### config.mk
export PLATFORM = sky130hd
export DESIGN_NAME = dice_roll_controller_flat
export DESIGN_NICKNAME = d
export VERILOG_FILES = /design/src/rtl/dice_roll_if.sv /design/src/rtl/dice_roll_controller.sv /design/src/flat_wrapper.sv
export SDC_FILE = /design/constraint.sdc
export NUM_CORES = 1
export LEC_CHECK = 0
export ABC_AREA = 1
export CAP_MARGIN = 20
export CORE_MARGIN = 2
export CORE_UTILIZATION = 49
export CTS_BUF_LIST = sky130_fd_sc_hd__clkbuf_8
export DETAILED_ROUTE_END_ITERATION = 10
export PLACE_DENSITY = 0.76
export RECOVER_POWER = 25
export SYNTH_ARGS = -nofsm -noshare
export SYNTH_HDL_FRONTEND = slang
export SYNTH_SLANG_ARGS = --single-unit
export TNS_END_PERCENT = 50
### constraint.sdc
create_clock -name clk -period 1.35 [get_ports clk]
set_input_delay 0.27 -clock clk [delete_from_list [all_inputs] [get_ports clk]]
set_output_delay 0.27 -clock clk [all_outputs]
set_load 0.005 [all_outputs]
### src/rtl/dice_roll_if.sv
// Signal bundle between the roll front end, the dice generator and the game FSM.
//
// Handshake: result_valid rises when a roll completes and stays high, with all
// result fields stable, until the consumer raises result_ack. The controller
// leaves DONE on the edge that samples result_ack high, so result_valid is low
// from that edge onward. result_ack while result_valid is low has no effect.
interface dice_roll_if;
    logic       roll_req;
    logic [2:0] die_value;
    logic       result_ack;
    logic       busy;
    logic       result_valid;
    logic [2:0] die_a;
    logic [2:0] die_b;
    logic [3:0] sum;
    logic       is_double;
    logic       has_three;
    logic       timeout_err;

    // Requester / consumer side.
    modport master (
        output roll_req, die_value, result_ack,
        input  busy, result_valid, die_a, die_b, sum, is_double, has_three, timeout_err
    );

    // Controller side.
    modport slave (
        input  roll_req, die_value, result_ack,
        output busy, result_valid, die_a, die_b, sum, is_double, has_three, timeout_err
    );
endinterface

### src/rtl/dice_roll_controller.sv
// Two-dice roll sequencer: samples the free-running generator for die A, waits a
// decorrelation gap, samples die B, then presents the result with derived flags
// until acknowledged. Out-of-range generator codes are skipped; a die that sees
// TIMEOUT invalid codes in a row is forced to 1 and flagged.
module dice_roll_controller #(
    parameter int GAP_CYCLES = 7,
    parameter int TIMEOUT    = 15
) (
    input  logic        clk,
    input  logic        rst,
    dice_roll_if.slave  bus,
    output logic [2:0]  o_dbg_state
);

    localparam int WAIT_W = $clog2(TIMEOUT) + 1;
    localparam int GAP_W  = $clog2(GAP_CYCLES) + 1;

    localparam logic [WAIT_W-1:0] WAIT_LAST = WAIT_W'(TIMEOUT - 1);
    localparam logic [GAP_W-1:0]  GAP_LAST  = GAP_W'(GAP_CYCLES - 1);

    localparam logic [2:0] S_IDLE     = 3'd0;
    localparam logic [2:0] S_SAMPLE_A = 3'd1;
    localparam logic [2:0] S_GAP      = 3'd2;
    localparam logic [2:0] S_SAMPLE_B = 3'd3;
    localparam logic [2:0] S_DONE     = 3'd4;

    logic [2:0]        r_state;
    logic              r_roll_req_q;
    logic [WAIT_W-1:0] r_wait;
    logic [GAP_W-1:0]  r_gap;
    logic [2:0]        r_die_a;
    logic [2:0]        r_die_b;
    logic [3:0]        r_sum;
    logic              r_is_double;
    logic              r_has_three;
    logic              r_timeout_err;

    logic              w_start;
    logic              w_die_ok;
    logic              w_forced;
    logic              w_capture;
    logic [2:0]        w_die_cap;

    // Rising edge of the request, and what a sample phase would capture this cycle.
    assign w_start   = bus.roll_req & ~r_roll_req_q;
    assign w_die_ok  = (bus.die_value >= 3'd1) && (bus.die_value <= 3'd6);
    assign w_forced  = !w_die_ok && (r_wait == WAIT_LAST);
    assign w_capture = w_die_ok || w_forced;
    assign w_die_cap = w_die_ok ? bus.die_value : 3'd1;

    // Sequencer: state, counters and all registered result fields.
    always_ff @(posedge clk) begin
        if (rst) begin
            r_state       <= S_IDLE;
            r_roll_req_q  <= 1'b0;
            r_wait        <= '0;
            r_gap         <= '0;
            r_die_a       <= 3'd0;
            r_die_b       <= 3'd0;
            r_sum         <= 4'd0;
            r_is_double   <= 1'b0;
            r_has_three   <= 1'b0;
            r_timeout_err <= 1'b0;
        end else begin
            r_roll_req_q <= bus.roll_req;
            case (r_state)
                S_IDLE: begin
                    if (w_start) begin
                        r_state       <= S_SAMPLE_A;
                        r_wait        <= '0;
                        r_timeout_err <= 1'b0;
                    end
                end
                S_SAMPLE_A: begin
                    if (w_capture) begin
                        r_die_a <= w_die_cap;
                        r_gap   <= '0;
                        r_state <= S_GAP;
                        if (w_forced) r_timeout_err <= 1'b1;
                    end else begin
                        r_wait <= r_wait + 1'b1;
                    end
                end
                S_GAP: begin
                    if (r_gap == GAP_LAST) begin
                        r_wait  <= '0;
                        r_state <= S_SAMPLE_B;
                    end else begin
                        r_gap <= r_gap + 1'b1;
                    end
                end
                S_SAMPLE_B: begin
                    if (w_capture) begin
                        r_die_b     <= w_die_cap;
                        r_sum       <= {1'b0, r_die_a} + {1'b0, w_die_cap};
                        r_is_double <= (r_die_a == w_die_cap);
                        r_has_three <= (r_die_a == 3'd3) || (w_die_cap == 3'd3);
                        r_state     <= S_DONE;
                        if (w_forced) r_timeout_err <= 1'b1;
                    end else begin
                        r_wait <= r_wait + 1'b1;
                    end
                end
                S_DONE: begin
                    if (bus.result_ack) r_state <= S_IDLE;
                end
                default: r_state <= S_IDLE;
            endcase
        end
    end

    assign bus.busy         = (r_state != S_IDLE);
    assign bus.result_valid = (r_state == S_DONE);
    assign bus.die_a        = r_die_a;
    assign bus.die_b        = r_die_b;
    assign bus.sum          = r_sum;
    assign bus.is_double    = r_is_double;
    assign bus.has_three    = r_has_three;
    assign bus.timeout_err  = r_timeout_err;
    assign o_dbg_state      = r_state;

endmodule

### src/flat_wrapper.sv
// flat-port wrapper written by rule: the top's interface ports become plain ports
module dice_roll_controller_flat 
#(
    parameter int GAP_CYCLES = 7,
    parameter int TIMEOUT    = 15
)
  (clk, rst, o_dbg_state, bus_roll_req, bus_die_value, bus_result_ack, bus_busy, bus_result_valid, bus_die_a, bus_die_b, bus_sum, bus_is_double, bus_has_three, bus_timeout_err);
  dice_roll_if bus_i ();
  input  logic clk;
  input  logic rst;
  output logic [2:0] o_dbg_state;
  input wire logic [$bits(bus_i.roll_req)-1:0] bus_roll_req;
  input wire logic [$bits(bus_i.die_value)-1:0] bus_die_value;
  input wire logic [$bits(bus_i.result_ack)-1:0] bus_result_ack;
  output wire logic [$bits(bus_i.busy)-1:0] bus_busy;
  output wire logic [$bits(bus_i.result_valid)-1:0] bus_result_valid;
  output wire logic [$bits(bus_i.die_a)-1:0] bus_die_a;
  output wire logic [$bits(bus_i.die_b)-1:0] bus_die_b;
  output wire logic [$bits(bus_i.sum)-1:0] bus_sum;
  output wire logic [$bits(bus_i.is_double)-1:0] bus_is_double;
  output wire logic [$bits(bus_i.has_three)-1:0] bus_has_three;
  output wire logic [$bits(bus_i.timeout_err)-1:0] bus_timeout_err;
  assign bus_i.roll_req = bus_roll_req;
  assign bus_i.die_value = bus_die_value;
  assign bus_i.result_ack = bus_result_ack;
  assign bus_busy = bus_i.busy;
  assign bus_result_valid = bus_i.result_valid;
  assign bus_die_a = bus_i.die_a;
  assign bus_die_b = bus_i.die_b;
  assign bus_sum = bus_i.sum;
  assign bus_is_double = bus_i.is_double;
  assign bus_has_three = bus_i.has_three;
  assign bus_timeout_err = bus_i.timeout_err;
  dice_roll_controller #(.GAP_CYCLES(GAP_CYCLES), .TIMEOUT(TIMEOUT)) u_core (.clk(clk), .rst(rst), .bus(bus_i), .o_dbg_state(o_dbg_state));
endmodule
==> run summary, run 1 <==
Power Density: 1460 mW/mm2
Netlist cell types: 29
TritonCTS clock tree: yes
Die Span Y: 57.8 um
Clock Sinks: 26
period utilization: 101%
run status: finished with violations
LEAKAGE: 0.994 nW
worst slack, placed: -618 ps
type of destination of the critical path: register
Die W: 57.8 um
RSZ-0062 raised after global routing: true
Tmin final: 1360 ps
Vias/cell: 5.34
CP Launch Type: register
crit-path max FO: 5
Max VDD drop: 0.00127 V
GRT Total Usage: 25.0%
die area: 0.00334 mm2
mux share of post-synthesis cell area: 0%
syn avg cell area: 7.47 um2
max incr delay on CP: 330 ps
antenna-violating nets left: 0
Max Fclk: 733 MHz
detailed placement HPWL: 2550 um
maxcap violations: 0
global-route wire length before repair: 6490 um
Synth warnings: 0
slowest stage cell on the critical path: dfxtp_2
Non-Filler Instances: 279
post-synthesis compound-gate area fraction: 11.4%
largest net degree at the start of global routing: 16
Starting Density: 51.5%
CTS Hold Buffers Added: 0
I/O Buffers: 24
Clock Skews: 2.39 ps
Root Buffer: clkbuf_8
violated checks: setup timing
Final WS setup: -13.9 ps
# fillers: 178
final core utilization: 79.6%
Multi-input gate area: 0.00100 mm2
DRT Pass-1 Iters: 4
# diodes: 0
Overflow after GRT: 0
I/O pins: 25
Hold WC Path Type: primary input to register
main combinational cell family by area after synthesis: simple AND/OR/NAND/NOR gates
Post-Place Cells: 262
Fin Hold WS: 452 ps
Finished Cell Area: 0.00219 mm2
drt drc: 0
Synth Instances: 190
Slew @ Worst Pin: 431 ps
# setup viols final: 3
First DRT Iteration DRCs: 60
Mapped Area: 0.00142 mm2
Max Root-Sink Buffers: 2
crit path cell chain: buf_6, inv_4, buf_6, nand2_8, nor2_4, inv_2, nand2_4, nand2_4, nor2_1, nor2_1
FP Rows: 19
final hold vios: 0
number of global-route vias before repair: 1499
commonest cells after routing, fill and taps aside: 27 x buf_4, 26 x nand2_1, 26 x nor2_1, 16 x dlygate4sd2_1, 15 x dfxtp_1
initial antenna violation count: 0
crit path kind: register to register
Synth Register Bits: 26
RePlAce Congestion: 0.897
worst skew pair latency: 280 ps
H-tree depth: 1
CP required: 1530 ps
WL per Instance: 14.6 um
post-synthesis adder-cell area fraction: 7.58%
XOR/XNOR Fraction of Synth Area: 3.09%
core outline area: 0.00276 mm2
sequential cell area fraction in the yosys report: 36.7%
Slew Viols, Final: 0
post-place instance area: 0.00185 mm2
fraction of layout cells with a size suffix above 1: 42.7%
crit path DAT: 1540 ps
via count: 1491
simple-gate area share of the yosys netlist: 33.7%
nets: 265
Reg area: 547 um2
commonest non-fill, non-tap cell in the layout: buf_4
syn_nets: 205
slew margin rel.: 71.2%
Total Routed Length: 4070 um
Reg clk slew, reported paths: 90 ps
Num CTS Buffers: 3
Layout area overhead: 54.7%
[timing repair]
| action | CTS | global route |
|---|---|---|
| cloned | 0 | 1 |
| resized for setup | 58 | 51 |
| endpoints found under the setup margin | 41 | 24 |
| pin swaps | 8 | 27 |
| buffers inserted | 7 | 6 |
[cells by family (layout without fill, tap and decap cells)]
logic type / after synthesis / in the layout
XOR/XNOR: 5 / 5
flip-flops: 26 / 26
buffers and inverters: 26 / 83
AND/OR/NAND/NOR: 94 / 95
adder cells (fa/ha/maj): 8 / 8
AO/OA/AOI/OAI: 31 / 31
[synthesized netlist by cell type (all sizes together)]
cell    number  area, um2
clkinv       1       5.00
xor2         3       26.3
nor3         2       10.0
ha           7       87.6
clkbuf       3       12.5
fa           1       20.0
a21oi       19       95.1
xnor2        2       17.5
nand3       19        130
nor2        32        135
o211ai       1       7.51
nand2       38        168
nand4        2       27.5
o21ai       11       58.8
nand3b       1       7.51
buf          1       11.3
inv         21       78.8
dfxtp       26        521
[per-layer routing]
layer	part of all wire (%)	track usage, %	routed length, um
met3	3.4	3.79	139
met5	0	0	0
met4	1.8	10.3	73
met2	54	46.6	2220
met1	40	28.1	1640
[critical path: cells and delay by family, from the launching register on]
family / cells / cell delay [ps]
and+or+nand+nor: 6 / 540
buffers and inverters: 4 / 380
DFF: 1 / 330
[power by group]
group	switching (mW)	internal, mW
Clock	0.251	0.201
Sequential	0.0905	0.896
Combinational	0.975	0.786
Total	1.32	1.88
[registers in the layout, summed over array words and instances, names as in the netlist]
name	cells
u_core.bus.die_a	3
u_core.bus.die_b	3
u_core.bus.has_three	1
u_core.bus.is_double	1
u_core.bus.sum	4
u_core.bus.timeout_err	1
u_core.o_dbg_state	3
u_core.r_gap	4
u_core.r_roll_req_q	1
u_core.r_wait	5
[per-stage QoR]
stage | setup TNS (ps) | power (mW)
after detailed placement | -10230 | 2.23
after floorplan | -34.8 | 1.72
final | -25.7 | 3.20
after CTS | -141 | 2.74
after global placement | -8810 | 2.18
after global routing | -481 | 3.39
[final timing paths]
kind              slack [ps]  cells past startpoint                   end                  start
setup / recovery         -10                     10       u_core.r_gap[1]  u_core.o_dbg_state[2]
hold / removal           450                      5  u_core.bus.has_three       bus_die_value[0]
setup reg to reg         -10                     10       u_core.r_gap[1]  u_core.o_dbg_state[2]
hold reg to reg          470                      2   u_core.bus.die_b[1]    u_core.bus.die_b[1]
[cell type report]
class	instances	share of cell area, %
clock buffer	3	1.88
inverter	22	3.99
multi-input combinational	139	45.7
sequential	26	24.9
tap	31	1.77
timing repair buffer	58	21.7
Power figures use the tool's default switching activity.
==> inputs of run 2 (changes only) <==
Settings changed: SETUP_SLACK_MARGIN set to 0.1.
==> run summary, run 2 (synthesis gave the netlist of run 1 again) <==
Max VDD drop: 0.00144 V (was 0.00127 V)
Max Root-Sink Buffers: 2 (unchanged)
WL per Instance: 18.0 um (was 14.6 um)
commonest non-fill, non-tap cell in the layout: buf_4 (unchanged)
Root Buffer: clkbuf_8 (unchanged)
Overflow after GRT: 0 (unchanged)
largest net degree at the start of global routing: 16 (unchanged)
RSZ-0062 raised after global routing: true (unchanged)
min-delay src: u_core.bus.die_b[0] (was bus_die_value[0])
# setup viols final: 0 (was 3)
GRT met3 Usage: 5.80% (was 3.79%)
period utilization: 99.9% (was 101%)
Max Fclk: 741 MHz (was 733 MHz)
Layout area overhead: 67.3% (was 54.7%)
Total Power: 3.51 mW (was 3.20 mW)
DRT Pass-1 Iters: 5 (was 4)
die area: 0.00334 mm2 (unchanged)
Num CTS Buffers: 3 (unchanged)
maxcap violations: 0 (unchanged)
final core utilization: 86.1% (was 79.6%)
global-route wire length before repair: 6950 um (was 6490 um)
Die Span Y: 57.8 um (unchanged)
First DRT Iteration DRCs: 111 (was 60)
type of destination of the critical path: register (unchanged)
core outline area: 0.00276 mm2 (unchanged)
H-tree depth: 1 (unchanged)
Clock Skews: 3.58 ps (was 2.39 ps)
M1 GR Usage: 28.5% (was 28.1%)
crit-path max FO: 5 (unchanged)
register-to-register setup slack: 1 ps (was -10 ps)
final hold vios: 0 (unchanged)
initial antenna violation count: 0 (unchanged)
Slew Viols, Final: 0 (unchanged)
Hold WC Path Type: register to register (was primary input to register)
via count: 1644 (was 1491)
Final WS setup: 1.31 ps (was -13.9 ps)
Vias/cell: 5.81 (was 5.34)
Die W: 57.8 um (unchanged)
met2 Use GR: 51.8% (was 46.6%)
Clock Sinks: 26 (unchanged)
worst slack, placed: -648 ps (was -618 ps)
LEAKAGE: 1.01 nW (was 0.994 nW)
detailed placement HPWL: 2690 um (was 2550 um)
drt drc: 0 (unchanged)
# diodes: 0 (unchanged)
I/O pins: 25 (unchanged)
fraction of layout cells with a size suffix above 1: 54.4% (was 42.7%)
FP Rows: 19 (unchanged)
CP Launch Type: register (unchanged)
crit path DAT: 1530 ps (was 1540 ps)
CP required: 1530 ps (about the same)
Starting Density: 51.5% (unchanged)
Hold Path End: u_core.bus.die_b[0] (was u_core.bus.has_three)
TritonCTS clock tree: yes (unchanged)
worst r2r dst: u_core.bus.sum[0] (was u_core.r_gap[1])
antenna-violating nets left: 0 (unchanged)
global route hottest layer: met2 (unchanged)
Crit Reg-Reg Startpoint: u_core.o_dbg_state[1] (was u_core.o_dbg_state[2])
RePlAce Congestion: 0.823 (was 0.897)
I/O Buffers: 24 (unchanged)
run status: finished clean (was finished with violations)
nets: 268 (was 265)
crit path kind: register to register (unchanged)
slew margin rel.: 72.1% (was 71.2%)
worst skew pair latency: 280 ps (about the same)
number of global-route vias before repair: 1563 (was 1499)
commonest cells after routing, fill and taps aside: 26 x buf_4, 25 x nor2_1, 22 x nand2_1, 14 x dlygate4sd2_1, 13 x dfxtp_2 (was 27 x buf_4, 26 x nand2_1, 26 x nor2_1, 16 x dlygate4sd2_1, 15 x dfxtp_1)
Tmin final: 1350 ps (was 1360 ps)
Total Routed Length: 5110 um (was 4070 um)
R2R cell count: 7 (was 10)
GRT Total Usage: 27.5% (was 25.0%)
Reg clk slew, reported paths: 90 ps (about the same)
Power Density: 1480 mW/mm2 (was 1460 mW/mm2)
CTS Hold Buffers Added: 0 (unchanged)
Slew @ Worst Pin: 418 ps (was 431 ps)
Top reg by flops: u_core.r_wait (unchanged)
hold path depth: 2 (was 5)
max reg flops: 5 (unchanged)
run 2: critical path, cell delays in order, from the launching register on:
cell and delay, ps:
dfxtp_4 390, inv_2 60, buf_4 150, nor2_4 190, nand2_8 90, buf_4 150, o21ai_1 150, nor2_1 60
run 2: metrics by stage:
step,hold slack [ps],TNS [ps],instance area (um2),cells
final,479,0,2370,283
after global routing,499,-231,2370,283
after CTS,476,0,2210,278
after detailed placement,470,-11800,1920,265
after global placement,452,-9890,1920,265
after floorplan,377,0,1490,190
run 2: how the worst max path moves through the flow:
stage                          startpoint               endpoint  cells past startpoint
detailed placement       bus_die_value[2]      u_core.bus.sum[2]                      7
finish              u_core.o_dbg_state[1]      u_core.bus.sum[0]                      7
global route              u_core.r_gap[0]  u_core.o_dbg_state[1]                      9
floorplan                bus_die_value[1]      u_core.bus.sum[1]                      5
CTS                   u_core.bus.die_a[0]      u_core.bus.sum[2]                      5
global placement         bus_die_value[2]      u_core.bus.sum[2]                      7
run 2: where the power goes:
group	leakage [nW]	internal (mW)	total (mW)	switching [mW]
sequential	0.222	0.902	1.01	0.112
combinational	0.762	0.849	1.97	1.12
clock	0.0288	0.262	0.531	0.269
total	1.01	2.01	3.51	1.50
run 2: timing repair:
item | in CTS | in global routing
gates resized for setup | 102 | 36
pin swaps | 16 | 24
gates cloned | 1 | 0
setup buffers | 8 | 5
setup endpoints to repair | 43 | 26
run 2: final cells by class:
| cell class | count | area (um2) |
|---|---|---|
| Multi-Input combinational cell | 139 | 1110 |
| Sequential cell | 26 | 559 |
| Timing Repair Buffer | 61 | 512 |
| Fill cell | 146 | 384 |
| Inverter | 22 | 95.1 |
| Clock buffer | 4 | 55.1 |
| Tap cell | 31 | 38.8 |
run 2: layer usage:
metal,wire [um],vias up
met5,0,-
li1,-,745
met4,141,0
met3,375,14
met1,1800,796
met2,2790,89
==> inputs of run 3 (changes only) <==
Settings changed: CTS_CLUSTER_SIZE set to 25, PLACE_DENSITY 0.76 to 0.77.
==> run summary, run 3 (synthesis gave the netlist of run 1 again) <==
detailed placement HPWL: 2580 um (was 2690 um)
# diodes: 0 (unchanged)
# setup viols final: 11 (was 0)
die area: 0.00334 mm2 (unchanged)
Max VDD drop: 0.00120 V (was 0.00144 V)
global-route wire length before repair: 6580 um (was 6950 um)
Tmin final: 1440 ps (was 1350 ps)
Die Span Y: 57.8 um (unchanged)
CP required: 1530 ps (about the same)
Reg clk slew, reported paths: 90 ps (about the same)
# fillers: 125 (was 146)
Final WS setup: -86.1 ps (was 1.31 ps)
LEAKAGE: 1.02 nW (was 1.01 nW)
Vias/cell: 5.65 (was 5.81)
max incr delay on CP: 350 ps (was 390 ps)
max reg flops: 5 (unchanged)
type of destination of the critical path: register (unchanged)
run status: finished with violations (was finished clean)
antenna-violating nets left: 0 (unchanged)
Non-Filler Instances: 285 (was 283)
Num CTS Buffers: 3 (unchanged)
via count: 1609 (was 1644)
CP Launch Type: register (unchanged)
Max Root-Sink Buffers: 2 (unchanged)
Slew @ Worst Pin: 414 ps (was 418 ps)
DRT Pass-1 Iters: 4 (was 5)
H-tree depth: 1 (unchanged)
crit-path most repeated cell: buf_6 (was buf_4)
initial antenna violation count: 0 (unchanged)
drt drc: 0 (unchanged)
I/O pins: 25 (unchanged)
Root Buffer: clkbuf_8 (unchanged)
register-to-register setup slack: -90 ps (was 1 ps)
Total Routed Length: 4660 um (was 5110 um)
crit path kind: register to register (unchanged)
crit-path max FO: 5 (unchanged)
RSZ-0062 raised after global routing: true (unchanged)
Overflow after GRT: 0 (unchanged)
core outline area: 0.00276 mm2 (unchanged)
period utilization: 106% (was 99.9%)
GRT Total Usage: 25.5% (was 27.5%)
TritonCTS clock tree: yes (unchanged)
nets: 271 (was 268)
crit path DAT: 1620 ps (was 1530 ps)
crit path cell chain: buf_6, inv_4, buf_6, nand2_8, nor2_4, buf_4, nand2_2, a21oi_1 (was inv_2, buf_4, nor2_4, nand2_8, buf_4, o21ai_1, nor2_1)
Starting Density: 51.5% (unchanged)
Die W: 57.8 um (unchanged)
slew margin rel.: 72.4% (was 72.1%)
Post-Place Cells: 263 (was 265)
largest net degree at the start of global routing: 16 (unchanged)
Slew Viols, Final: 0 (unchanged)
violated checks: setup timing
Clock Sinks: 26 (unchanged)
final hold vios: 0 (unchanged)
RePlAce Congestion: 0.751 (was 0.823)
worst skew pair latency: 280 ps (about the same)
Layout area overhead: 66.0% (was 67.3%)
setup TNS: -411 ps (was 0 ps)
slowest stage cell on the critical path: dfxtp_2 (was dfxtp_4)
commonest non-fill, non-tap cell in the layout: buf_4 (unchanged)
Clock Skews: 5.75 ps (was 3.58 ps)
FP Rows: 19 (unchanged)
Max Fclk: 696 MHz (was 741 MHz)
WL per Instance: 16.4 um (was 18.0 um)
Power Density: 1430 mW/mm2 (was 1480 mW/mm2)
commonest cells after routing, fill and taps aside: 28 x buf_4, 23 x nor2_1, 22 x nand2_1, 14 x dlygate4sd2_1, 13 x dfxtp_2 (was 26 x buf_4, 25 x nor2_1, 22 x nand2_1, 14 x dlygate4sd2_1, 13 x dfxtp_2)
Top reg by flops: u_core.r_wait (unchanged)
worst slack, placed: -646 ps (was -648 ps)
Hold WC Path Type: register to register (unchanged)
number of global-route vias before repair: 1534 (was 1563)
fraction of layout cells with a size suffix above 1: 54.3% (was 54.4%)
I/O Buffers: 24 (unchanged)
First DRT Iteration DRCs: 83 (was 111)
maxcap violations: 0 (unchanged)
## run 3: final cells by class
cell class	instances	area, um2	share of cell area [%]
timing repair buffer	64	559	23.7
multi-input combinational	139	1070	45.2
clock buffer	3	41.3	1.75
sequential	26	556	23.6
inverter	22	95.1	4.04
tap	31	38.8	1.65
## run 3: where the power goes
group	internal, mW	switching [mW]
Sequential	0.900	0.0936
Combinational	0.897	1.03
Clock	0.201	0.253
## run 3: timing repair
| action | CTS | global route |
|---|---|---|
| cloned | 0 | 1 |
| hold buffers | 0 | 0 |
| endpoints found under the setup margin | 43 | 26 |
| pin swaps | 18 | 21 |
| resized for setup | 94 | 29 |
| buffers inserted | 10 | 8 |
## run 3: critical path: cells and delay by family (launching register included)
family,cells,cell delay (ps)
buffers and inverters,4,420
flip-flops,1,350
AND/OR/NAND/NOR,3,340
AO/OA/AOI/OAI,1,210
## run 3: path summary, 6_finish.rpt
| path | from | endpoint | cells past startpoint |
|---|---|---|---|
| setup / recovery | u_core.o_dbg_state[2] | u_core.bus.die_a[0] | 8 |
| hold / removal | u_core.bus.die_b[1] | u_core.bus.die_b[1] | 2 |
| setup reg to reg | u_core.o_dbg_state[2] | u_core.bus.die_a[0] | 8 |
| hold reg to reg | u_core.bus.die_b[1] | u_core.bus.die_b[1] | 2 |
## run 3: through the flow
step / util [%] / hold slack [ps] / cell area [um2] / power [mW]
floorplan: - / 377 / 1490 / 1.73
global placement: 69.2 / 450 / 1910 / 2.20
detailed placement: 69.2 / 457 / 1910 / 2.26
CTS: 79.1 / 467 / 2180 / 2.96
global route: 85.4 / 492 / 2360 / 3.54
finish: 85.4 / 473 / 2360 / 3.38
## run 3: layer usage
metal / share of wire [%] / vias up / track usage, % / wire [um]
li1: - / 748 / - / -
met1: 37 / 749 / 26.8 / 1730
met2: 52 / 85 / 49.0 / 2440
met3: 5.9 / 27 / 3.57 / 273
met4: 4.5 / 0 / 12.6 / 212
met5: 0 / - / 0 / 0
